[src/rtl/syscall_exec.sv]
// syscall_exec: execution stage behind the syscall decoder.
// Accepts one-hot syscall strobes and runs each operation as a multi-cycle
// sequence. It uses the data-memory read port, the register-file read port
// and a byte-wide output stream with a valid/ready handshake.
// Optional feature macro: SYSCALL_TIMEOUT_EN. When it is defined, an EMIT that
// waits TIMEOUT cycles with out_ready low is abandoned, and err and done
// pulse together.
//
// State | meaning
// IDLE  | waiting for a strobe; stall follows the strobe combinationally
// FETCH | issue memory read, select a register, or pick the next byte
// WAIT  | memory data returns (get_int writes acc here)
// EMIT  | byte presented on the output stream until handshake
// DONE  | one-cycle done pulse, strobes ignored
//
// Ports: clk, reset_n (async, active low); decoder strobes; acc, sp;
// mem_rd/mem_addr/mem_rdata (1-cycle read latency); reg_sel/reg_rdata
// (combinational); out_valid/out_data/out_kind/out_ready stream;
// acc_we/acc_wdata; stall, done, err.
module syscall_exec #(
  parameter int REG_COUNT = 4,
  parameter int MAX_STR   = 64,
  parameter int TIMEOUT   = 255
) (
  input  logic       clk,
  input  logic       reset_n,
  input  logic       get_int,
  input  logic       print_string,
  input  logic       print_acc,
  input  logic       print_regs,
  input  logic       print_stack,
  input  logic [7:0] acc,
  input  logic [7:0] sp,
  output logic       mem_rd,
  output logic [7:0] mem_addr,
  input  logic [7:0] mem_rdata,
  output logic [2:0] reg_sel,
  input  logic [7:0] reg_rdata,
  output logic       out_valid,
  output logic [7:0] out_data,
  output logic [1:0] out_kind,
  input  logic       out_ready,
  output logic       acc_we,
  output logic [7:0] acc_wdata,
  output logic       stall,
  output logic       done,
  output logic       err
);

  typedef enum logic [2:0] {S_IDLE, S_FETCH, S_WAIT, S_EMIT, S_DONE} state_t;
  typedef enum logic [2:0] {OP_GET, OP_STR, OP_ACC, OP_REGS, OP_STACK} op_t;

  localparam int            CW       = $clog2(MAX_STR + 1);
  localparam logic [CW-1:0] STR_LAST = CW'(MAX_STR - 1);
  localparam logic [3:0]    IDX_ACC  = 4'(REG_COUNT);
  localparam logic [3:0]    IDX_SP   = 4'(REG_COUNT + 1);
  localparam logic [1:0]    K_CHAR   = 2'b00;
  localparam logic [1:0]    K_INT    = 2'b01;
  localparam logic [1:0]    K_SEP    = 2'b10;

  state_t        state, state_nxt;
  op_t           op, op_sel;
  logic [7:0]    acc_l, sp_l, ptr, byte_r;
  logic [1:0]    kind_r;
  logic          nl_r;
  logic [CW-1:0] cnt;
  logic [3:0]    idx;
  logic          req, accept, xfer, stk_more, to_hit;

  assign req      = get_int | print_string | print_acc | print_regs | print_stack;
  assign accept   = (state == S_IDLE) && req;
  assign stk_more = ptr > sp_l;
  assign xfer     = (state == S_EMIT) && out_ready && !to_hit;

  always_comb begin
    if (get_int)           op_sel = OP_GET;
    else if (print_string) op_sel = OP_STR;
    else if (print_acc)    op_sel = OP_ACC;
    else if (print_regs)   op_sel = OP_REGS;
    else                   op_sel = OP_STACK;
  end

`ifdef SYSCALL_TIMEOUT_EN
  logic [7:0] to_cnt;
  assign to_hit = (state == S_EMIT) && (to_cnt == 8'(TIMEOUT));
  assign err    = to_hit;
  always_ff @(posedge clk or negedge reset_n) begin
    if (!reset_n)                                      to_cnt <= '0;
    else if (state == S_EMIT && !out_ready && !to_hit) to_cnt <= to_cnt + 8'd1;
    else                                               to_cnt <= '0;
  end
`else
  assign to_hit = 1'b0;
  assign err    = 1'b0;
`endif

  always_ff @(posedge clk or negedge reset_n) begin
    if (!reset_n) state <= S_IDLE;
    else          state <= state_nxt;
  end

  always_comb begin
    state_nxt = state;
    mem_rd    = 1'b0;
    mem_addr  = 8'h00;
    reg_sel   = 3'd0;
    out_valid = 1'b0;
    out_data  = 8'h00;
    out_kind  = 2'b00;
    acc_we    = 1'b0;
    acc_wdata = 8'h00;
    stall     = 1'b0;
    done      = 1'b0;
    case (state)
      S_IDLE: begin
        // gated by reset_n so every output reads 0 while reset is held
        if (accept && reset_n) begin
          stall     = 1'b1;
          state_nxt = (op_sel == OP_ACC) ? S_EMIT : S_FETCH;
        end
      end
      S_FETCH: begin
        stall = 1'b1;
        case (op)
          OP_GET, OP_STR: begin
            mem_rd    = 1'b1;
            mem_addr  = ptr;
            state_nxt = S_WAIT;
          end
          OP_STACK: begin
            if (stk_more) begin
              mem_rd    = 1'b1;
              mem_addr  = ptr;
              state_nxt = S_WAIT;
            end else begin
              state_nxt = S_EMIT;
            end
          end
          default: begin
            if (idx < IDX_ACC) reg_sel = idx[2:0];
            state_nxt = S_EMIT;
          end
        endcase
      end
      S_WAIT: begin
        stall = 1'b1;
        if (op == OP_GET) begin
          acc_we    = 1'b1;
          acc_wdata = mem_rdata;
          state_nxt = S_DONE;
        end else if (op == OP_STR && mem_rdata == 8'h00) begin
          state_nxt = S_DONE;
        end else begin
          state_nxt = S_EMIT;
        end
      end
      S_EMIT: begin
        stall = 1'b1;
        if (to_hit) begin
          done      = 1'b1;
          state_nxt = S_IDLE;
        end else begin
          out_valid = 1'b1;
          out_data  = byte_r;
          out_kind  = kind_r;
          if (out_ready) begin
            if (op == OP_ACC || nl_r)                  state_nxt = S_DONE;
            else if (op == OP_STR && cnt == STR_LAST)  state_nxt = S_EMIT;
            else                                       state_nxt = S_FETCH;
          end
        end
      end
      S_DONE: begin
        stall     = 1'b1;
        done      = 1'b1;
        state_nxt = S_IDLE;
      end
      default: state_nxt = S_IDLE;
    endcase
  end

  always_ff @(posedge clk or negedge reset_n) begin
    if (!reset_n) begin
      op     <= OP_GET;
      acc_l  <= 8'h00;
      sp_l   <= 8'h00;
      ptr    <= 8'h00;
      byte_r <= 8'h00;
      kind_r <= 2'b00;
      nl_r   <= 1'b0;
      cnt    <= '0;
      idx    <= 4'd0;
    end else begin
      case (state)
        S_IDLE: begin
          if (accept) begin
            op     <= op_sel;
            acc_l  <= acc;
            sp_l   <= sp;
            ptr    <= (op_sel == OP_STACK) ? 8'hFF : acc;
            byte_r <= acc;
            kind_r <= K_INT;
            nl_r   <= 1'b0;
            cnt    <= '0;
            idx    <= 4'd0;
          end
        end
        S_FETCH: begin
          if (op == OP_REGS) begin
            if (idx < IDX_ACC) begin
              byte_r <= reg_rdata;
              kind_r <= K_INT;
            end else if (idx == IDX_ACC) begin
              byte_r <= acc_l;
              kind_r <= K_INT;
            end else if (idx == IDX_SP) begin
              byte_r <= sp_l;
              kind_r <= K_INT;
            end else begin
              byte_r <= 8'h0A;
              kind_r <= K_SEP;
              nl_r   <= 1'b1;
            end
          end else if (op == OP_STACK && !stk_more) begin
            byte_r <= 8'h0A;
            kind_r <= K_SEP;
            nl_r   <= 1'b1;
          end
        end
        S_WAIT: begin
          byte_r <= mem_rdata;
          kind_r <= (op == OP_STR) ? K_CHAR : K_INT;
        end
        S_EMIT: begin
          if (xfer) begin
            case (op)
              OP_STR: begin
                cnt <= cnt + 1'b1;
                ptr <= ptr + 8'd1;
                // string length cap reached: the newline follows directly
                if (cnt == STR_LAST) begin
                  byte_r <= 8'h0A;
                  kind_r <= K_SEP;
                  nl_r   <= 1'b1;
                end
              end
              OP_STACK: ptr <= ptr - 8'd1;
              OP_REGS:  idx <= idx + 4'd1;
              default:  ;
            endcase
          end
        end
        default: ;
      endcase
    end
  end

endmodule

[config.mk]
export PLATFORM = sky130hd
export DESIGN_NAME = syscall_exec
export DESIGN_NICKNAME = d
export VERILOG_FILES = /design/src/rtl/syscall_exec.sv
export SDC_FILE = /design/constraint.sdc
export NUM_CORES = 1
export LEC_CHECK = 0
export CELL_PAD_IN_SITES_DETAIL_PLACEMENT = 0
export CELL_PAD_IN_SITES_GLOBAL_PLACEMENT = 1
export CORE_ASPECT_RATIO = 1.25
export CORE_UTILIZATION = 35
export CTS_BUF_LIST = sky130_fd_sc_hd__clkbuf_4 sky130_fd_sc_hd__clkbuf_8 sky130_fd_sc_hd__clkbuf_16
export DETAILED_ROUTE_END_ITERATION = 10
export PLACE_DENSITY_LB_ADDON = 0.15
export SLEW_MARGIN = 10
export SYNTH_ARGS = -nofsm -noshare
export SYNTH_HDL_FRONTEND = slang
export SYNTH_SLANG_ARGS = --single-unit
[constraint.sdc]
create_clock -name clk -period 2.62 [get_ports clk]
set_input_delay 0.655 -clock clk [delete_from_list [all_inputs] [get_ports clk]]
set_output_delay 0.655 -clock clk [all_outputs]
set_load 0.05 [all_outputs]
# After elaboration in Yosys (flattened, before gate mapping)
# Cells that the tools add are included.
[word_totals]
regBits = 52
input_bits = 40
elab_cells = 146
[op_classes]
n_addsub = 4
n_lt_le_gt_ge = 2
n_eq_ne = 25
muxes = 77
bitwise_logic = 4
reduce_logical = 24
[ops]
columns = ["op", "n"]
rows = [
  ["$mux 8", 17],
  ["$pmux 8 s2", 3],
  ["$mux 3", 12],
  ["$pmux 8 s4", 1],
  ["$mux 2", 12],
  ["$mux 7", 3],
  ["$mux 1", 18],
  ["$eq 3x2->1 const B", 5],
  ["$pmux 7 s2", 1],
  ["$mux 4", 3],
  ["$ne 3x3->1 const B", 4],
  ["$pmux 3 s4", 1],
  ["$reduce_and 4->1", 3],
  ["$eq 3x3->1 const B", 3],
  ["$reduce_and 9->1", 1],
  ["$add 8x1->8 const B", 1],
  ["$eq 4x3->1 const B", 2],
  ["$gt 8x8->1", 1],
  ["$logic_not 8->1", 1],
  ["$ne 2x1->1 const B", 4],
  ["$pmux 2 s4", 1],
  ["$pmux 4 s2", 1],
  ["$sub 8x1->8 const B", 1],
  ["$add 7x1->7 const B", 1],
  ["other kinds (21)", 36],
]

# Logic depth before layout (Yosys ltp)
# Gate-level depths: netlist of the first run.
[logic_depth]
word_depth = 8
mapped_depth = 10

# Worst setup path before layout of the first run
# Ideal clock, no wire load.
[synth_path]
kind = "reg-to-output"
start = "register op[2]"
end = "output acc_wdata[0]"
arrival_time_ps = 3234
required_ps = 1965
slack_ps = -1269
path_stages_with_launch = 4
path_cell_list = "dfrtp_1 > or2_2 > nor4_1 > and2_1"
[synth_via]
elab_chain_len = 3
[synth_rtl]
columns = ["element", "line", "source"]
rows = [
  ["start, declared", "62", "op_t op, op_sel;"],
  ["start signal, assigned", "197", "op <= op_sel;"],
  ["$logic_not 3->1", "147", "if (op == OP_GET) begin"],
  ["$mux 8", "147", ""],
  ["$mux 8", "114", "case (state)"],
  ["end, declared", "44", "output logic [7:0] acc_wdata,"],
]
# Every way passes these cells.

# Final worst setup path of the first run
[layout_path]
start = "register sp_l[1]"
end = "output mem_addr[3]"
[layout_via]
elab_chain_len = 4
[layout_rtl]
columns = ["element", "line", "source"]
rows = [
  ["start, declared", "63", "logic [7:0] acc_l, sp_l, ptr, byte_r;"],
  ["start signal, assigned", "199", "sp_l <= sp;"],
  ["$gt 8x8->1", "72", "assign stk_more = ptr > sp_l;"],
  ["$mux 8", "131", "if (stk_more) begin"],
  ["$pmux 8 s2", "124", "case (op)"],
  ["$mux 8", "114", ""],
  ["end, declared", "35", "output logic [7:0] mem_addr,"],
]
# Every way passes these cells.

==> results.py, run 1 <==
metrics = {
    "outcome": {
        "outcome": "finished with violations",
        "violations": "setup timing",
    },
    "layout": {
        "nNetsFinal": 607,
        "stdcell_area_sq_um": 5490,
        "final_util_pct": 54.3,
        "fill_cells": 925,
        "drive_gt1_share_pct": 28.6,
        "multi_input_area_sq_um": 2340,
        "area.growth.synth_to_final_pct": 50.6,
        "seq_area_sq_um": 1300,
        "diodes": 0,
    },
    "pwr": {
        "pwr-share-seq_pct": 19.6,
        "powerDensity_nw_per_um2": 1260,
        "leakage_nw": 2.48,
        "vdd_drop_max_mv": 0.779,
        "power.switching_mw": 3.09,
        "clkPwrFrac_pct": 10.1,
        "comb_power_share_pct": 70.3,
        "netSwitchingFraction_pct": 44.6,
        "intPower_mw": 3.84,
    },
    "drt": {
        "num_vias": 3562,
        "route.antenna.remaining_nets": 0,
        "drt_iter0_drc": 225,
        "dr.pass1.iters": 4,
        "wl_per_cell_um": 16.9,
        "vias_per_cell": 5.25,
        "drc": 0,
        "wirelength_um": 11500,
    },
    "synthesis": {
        "synthDistinctLibCells": 55,
        "ys_ff_latch": 52,
        "syn_avg_cell_area_sq_um": 8.36,
        "synth_top_area_cell": "dfrtp_1",
        "synth-main-ff-cell": "dfrtp_1",
        "ys_async_sr_fraction_pct": 100,
        "synthTopCellsByCount": "nand2_1 (71), dfrtp_1 (52), a21oi_1 (36), o21ai_0 (36), nor2_1 (31)",
        "synth_top_area_share_pct": 35.7,
        "yosys_warnings": 0,
        "yosysMostFrequentCell": "nand2_1",
        "netlist_area_sq_um": 3640,
        "ys_seq_area_share_pct": 35.7,
        "synthCells": 436,
        "synth_edf_count": 0,
        "ys_top_cells_by_area": "dfrtp_1 (36%), nand2_1 (7.3%), ha_1 (6.2%), and2_1 (5.0%), a21oi_1 (4.9%)",
    },
    "setup_path": {
        "crit_path_top_delay_cell": "dfrtp_1",
        "worstSetupEndpointType": "output port",
        "path_buf_inv": 2,
        "r2r-end": "ptr[7]",
        "ff2ff_path_depth": 10,
        "critPathKind": "reg2out",
        "cpMostUsedCell": "a21oi_4",
        "cp-start-kind": "flip-flop",
        "cp_cell_sequence": "inv_2, ha_4, nor2b_4, o211ai_1, a21oi_4, o21ai_4, a21oi_4, and2_4, buf_12",
        "r2r_slack_ns": 0.17,
        "cpPeakStageDelay_ns": 0.39,
        "cp_top_family": "compound AO/OA/AOI/OAI gates",
        "rr_startpoint": "op[1]",
        "worstPathMaxFanout": 5,
        "cp_data_arrival_time_ns": 2.20,
        "required_ns": 1.97,
    },
    "global_routing": {
        "grt_first_pass_wirelength_um": 18100,
        "grt_pass1_vias": 3538,
        "grt_antenna_before_repair": 0,
        "gr-total-overflow": 0,
        "grt_max_degree": 53,
        "grt_util_all_layers_pct": 21.8,
    },
    "timing": {
        "max_freq_mhz": 351,
        "fin_crit_sh_pct": 109,
        "layout_min_cycle_time_ns": 2.85,
        "finClkSkew_ns": 0.00903,
        "rsz0062_at_grt": "true",
        "worstMarginPinSlew_ns": 0.696,
        "max-slew-margin-rel_pct": 53.6,
        "slew_violations": 0,
        "setup_viol": 9,
        "setup_ws_ns": -0.232,
        "finalHoldViolCount": 0,
    },
    "hold_path": {
        "min_from": "acc_l[7]",
        "hold_depth": 2,
        "hold_class": "reg2reg",
        "hold_path_end": "acc_l[7]",
    },
    "flow_run": {
        "cap_violations": 0,
    },
    "cts": {
        "clock_sinks": 52,
        "clkSlewWorstSetupHoldPaths_ns": 0.07,
        "root_buffer": "clkbuf_16",
        "htree_num_levels": 2,
        "numCtsBuffers": 5,
        "clockBufferDepth": 2,
        "clk_latency_ns": 0.30,
        "cts_tree": "yes",
    },
    "place": {
        "place_ws_ns": 0.0185,
        "port_buffers": 72,
        "gp_congestion": 0.872,
        "dp_hpwl_um": 8560,
        "postPlaceCellArea_sq_um": 5080,
    },
    "floorplan": {
        "ios": 75,
        "coreArea_sq_um": 10100,
        "rows": 41,
        "die_area_sq_um": 10800,
        "die_h_um": 116,
        "start_util_pct": 36.1,
        "die_x_um": 93.3,
    },
}
## timing repair
| action | CTS | global route |
|---|---|---|
| resized for setup | 6 | 19 |
| hold buffers | 0 | 0 |
| gates cloned | 1 | 1 |
| setup buffers | 4 | 10 |
| pin swaps | 5 | 17 |
| setup endpoints to repair | 19 | 27 |
## sequential cells by signal, indices dropped and copies added, names as in the netlist
| register | flops |
|---|---|
| byte_r | 8 |
| op | 3 |
| sp_l | 8 |
| kind_r | 2 |
| acc_l | 8 |
| idx | 4 |
| nl_r | 1 |
| ptr | 8 |
| state | 3 |
| cnt | 7 |
## cell usage in the layout (no fill, tap or decap), types with 3 or more instances in the layout
cell type,synthesis,final
buf_4,4,52
and2_2,0,8
dfrtp_1,52,52
clkbuf_16,0,5
xnor2_1,5,5
and2_4,0,8
o31ai_1,3,3
or3_1,3,3
nand4_1,4,4
buf_12,0,33
nor2_1,31,30
a21oi_1,36,34
nand3_1,12,12
a21oi_4,0,3
and3_1,4,4
or2_2,4,3
o22ai_1,8,8
clkdlybuf4s50_1,0,38
inv_2,2,6
a31oi_1,3,3
nand2b_1,8,7
xor2_1,5,5
inv_1,17,12
nor4_1,4,3
mux2i_1,11,11
ha_4,0,6
nand2_1,71,71
nor3_1,7,6
ha_1,18,12
mux2_4,8,8
and2_1,29,13
o21ai_0,36,34
## power groups by stage
| stage | clock, mW | sequential, mW | combinational, mW |
|---|---|---|---|
| finish | 0.703 | 1.36 | 4.87 |
| CTS | 0.720 | 1.33 | 4.62 |
| global placement | 0 | 1.33 | 4.38 |
| floorplan | 0 | 1.31 | 2.82 |
| global route | 0.738 | 1.39 | 5.30 |
| detailed placement | 0 | 1.34 | 4.42 |
## worst max-delay path by stage
| stage | from | endpoint | slack [ns] | cells after the start |
|---|---|---|---|---|
| final | sp_l[1] | mem_addr[3] | -0.23 | 9 |
| after global routing | sp_l[7] | mem_addr[3] | -0.29 | 9 |
| after CTS | sp_l[1] | mem_addr[1] | -0.22 | 9 |
| after detailed placement | get_int | byte_r[2] | 0.02 | 9 |
| after global placement | get_int | kind_r[0] | 0.009 | 9 |
| after floorplan | ptr[7] | mem_addr[0] | 0.02 | 7 |
## cell type report
cell class	instances	share of cell area [%]
well taps	129	2.94
repair buffers	126	26.5
multi-input cells	344	42.7
flip-flops and latches	52	23.7
inverters	19	1.35
clock buffers	7	2.67
clock inverters	1	0.137
## worst reg2reg max path: cells and delay by family, from the launching register on
family	cells	cell delay (ns)
simple gates	3	0.41
buf+inv	1	0.16
xor+xnor	1	0.14
compound gates	4	0.95
fa+ha+maj	1	0.29
flops	1	0.38
## layer usage
metal	global-route usage, %	vias up	wire (um)
met1	27.5	1709	4970
met2	37.7	103	5660
met4	8.00	0	320
li1	-	1729	-
met5	0	-	0
met3	3.02	21	508
## through the flow
stage	power (mW)	TNS, ns	hold WS [ns]	cells
CTS	6.67	-1.89	0.484	667
global route	7.43	-2.34	0.514	678
detailed placement	5.76	0	0.467	654
global placement	5.72	0	0.458	654
floorplan	4.12	0	0.359	437
finish	6.93	-1.86	0.481	678
## logic make-up after synthesis
family	after synthesis	synth area share [%]
xor gates and xnor gates	10	2.40
other	1	0.103
and+or+nand+nor	191	26.1
DFF	52	35.7
muxes	21	6.94
adders and majority gates	19	6.73
buffers and inverters	42	5.56
AOI/OAI and AO/OA	100	16.4
Power figures use the tool's default switching activity.
==> inputs of run 2 (changes only) <==
CAP_MARGIN = 40   (was unset)
CORE_UTILIZATION = 40   (was 35)
CTS_BUF_LIST = sky130_fd_sc_hd__clkbuf_8   (was sky130_fd_sc_hd__clkbuf_4 sky130_fd_sc_hd__clkbuf_8 sky130_fd_sc_hd__clkbuf_16)
clock period = 2.67 ns   (was 2.62 ns; I/O delays follow)
==> run 2 against run 1 <==
Compared with the run above: the run still ends with setup timing left; first-iteration DRC count is 42% lower; power is 4.6% lower; cell count is 2.2% lower; via count is 2.7% lower; design area is 1.4% lower.
==> results.py, run 2 (synthesized netlist as in run 1, its figures left out) <==
metrics = {
    "outcome": {
        "outcome": "finished with violations",
        "violations": "setup timing",
    },
    "floorplan": {
        "start_util_pct": 41.6,
        "coreArea_sq_um": 8750,
        "ios": 75,
        "die_area_sq_um": 9500,
        "die_h_um": 109,
        "die_x_um": 87.4,
        "rows": 38,
    },
    "drt": {
        "wirelength_um": 10800,
        "dr.pass1.iters": 4,
        "num_vias": 3467,
        "vias_per_cell": 5.23,
        "route.antenna.remaining_nets": 0,
        "drc": 0,
        "drt_iter0_drc": 130,
        "wl_per_cell_um": 16.2,
    },
    "cts": {
        "clk_latency_ns": 0.31,
        "numCtsBuffers": 5,
        "htree_num_levels": 2,
        "clock_sinks": 52,
        "clockBufferDepth": 2,
        "cts_tree": "yes",
        "hold_buffers": 0,
        "root_buffer": "clkbuf_8",
        "clkSlewWorstSetupHoldPaths_ns": 0.10,
    },
    "place": {
        "postPlaceCellArea_sq_um": 5040,
        "place_ws_ns": -0.101,
        "gp_congestion": 0.847,
        "dp_hpwl_um": 8200,
        "port_buffers": 72,
    },
    "setup_path": {
        "required_ns": 2.00,
        "path_buf_inv": 1,
        "worstSetupEndpointType": "output port",
        "cp_top_family": "compound AO/OA/AOI/OAI gates",
        "critPathKind": "reg2out",
        "cpPeakStageDelay_ns": 0.43,
        "cp-start-kind": "flip-flop",
        "cp_cell_sequence": "ha_4, nor2b_4, o211ai_1, a21oi_4, o21ai_4, a21oi_4, and2_4, buf_12",
        "cpMostUsedCell": "a21oi_4",
        "cp_data_arrival_time_ns": 2.15,
        "crit_path_top_delay_cell": "dfrtp_1",
        "worstPathMaxFanout": 5,
    },
    "layout": {
        "most-common-layout-cells": "nand2_1 (70), dfrtp_1 (51), buf_4 (47)",
        "nNetsFinal": 601,
        "drive_gt1_share_pct": 28.2,
        "final_common_cell": "nand2_1",
        "area.growth.synth_to_final_pct": 48.5,
        "diodes": 0,
        "stdcell_area_sq_um": 5410,
    },
    "global_routing": {
        "grt_antenna_before_repair": 0,
        "grt_first_pass_wirelength_um": 17500,
        "gr-total-overflow": 0,
        "grt_pass1_vias": 3465,
        "grt_util_all_layers_pct": 24.1,
        "grt_max_degree": 53,
    },
    "timing": {
        "finalHoldViolCount": 0,
        "layout_min_cycle_time_ns": 2.82,
        "worstMarginPinSlew_ns": 0.696,
        "rsz0062_at_grt": "true",
        "max-slew-margin-rel_pct": 53.6,
        "finClkSkew_ns": 0.00684,
        "slew_violations": 0,
        "setup_viol": 9,
        "setup_ws_ns": -0.150,
        "fin_crit_sh_pct": 106,
        "totalNegativeSetupSlack_ns": -1.20,
        "max_freq_mhz": 355,
    },
    "flow_run": {
        "cap_violations": 0,
    },
    "pwr": {
        "powerDensity_nw_per_um2": 1220,
        "vdd_drop_max_mv": 0.884,
        "leakage_nw": 2.43,
        "finalPower_mw": 6.62,
    },
    "hold_path": {
        "hold_class": "reg2reg",
    },
}
## run 2: cell count changes in the layout (fill, tap and decap cells not counted), sizes merged
cell,before,now
bufinv,0,1
clkinv,0,1
clkbuf,7,5
buf,88,82
## run 2: through the flow
| step | utilization, % | std cells | hold slack, ns |
|---|---|---|---|
| global placement | 57.6 | 644 | 0.456 |
| finish | 61.9 | 663 | 0.484 |
| detailed placement | 57.6 | 644 | 0.464 |
| floorplan | - | 437 | 0.372 |
| global route | 61.9 | 663 | 0.519 |
| CTS | 59.7 | 656 | 0.488 |
## run 2: final timing paths
path	start	end	slack, ns	depth (start not counted)
setup / recovery	ptr[1]	mem_addr[2]	-0.15	8
min in group asynchronous	reset_n	op[0]	0.53	2
hold reg to reg	acc_l[3]	acc_l[3]	0.48	2
hold / removal	acc_l[3]	acc_l[3]	0.48	2
setup reg to reg	op[1]	ptr[7]	0.15	10
max in group asynchronous	reset_n	state[2]	1.66	2
## run 2: repair_timing
action / CTS / global route
setup endpoints to repair: 19 / 29
cloned: 1 / 1
pin swaps: 14 / 18
setup buffers: 3 / 6
resized for setup: 15 / 25
## run 2: worst min-delay path, stage by stage (launching register included)
cell	delay, ns
dfrtp_1	0.36
nand2_1	0.05
nand2_1	0.05
## run 2: metal layers
layer	vias up	track usage, %	wire [um]
met4	0	7.14	137
met5	-	0	0
met3	10	3.10	487
met2	85	40.7	5510
met1	1656	32.1	4630
li1	1716	-	-
## run 2: layout make-up
class	instances	area, sq um
clock buffers	5	68.8
clock inverters	3	42.5
multi-input cells	344	2370
well taps	120	150
inverters	19	71.3
repair buffers	120	1400
flip-flops and latches	52	1300
fillers	776	3340
## run 2: power by group
part           internal (mW)  total, mW  leakage, nW  switching, mW
Clock                  0.278      0.556       0.0541          0.278
Sequential              1.11       1.34        0.653          0.237
Combinational           2.24       4.72         1.73           2.48
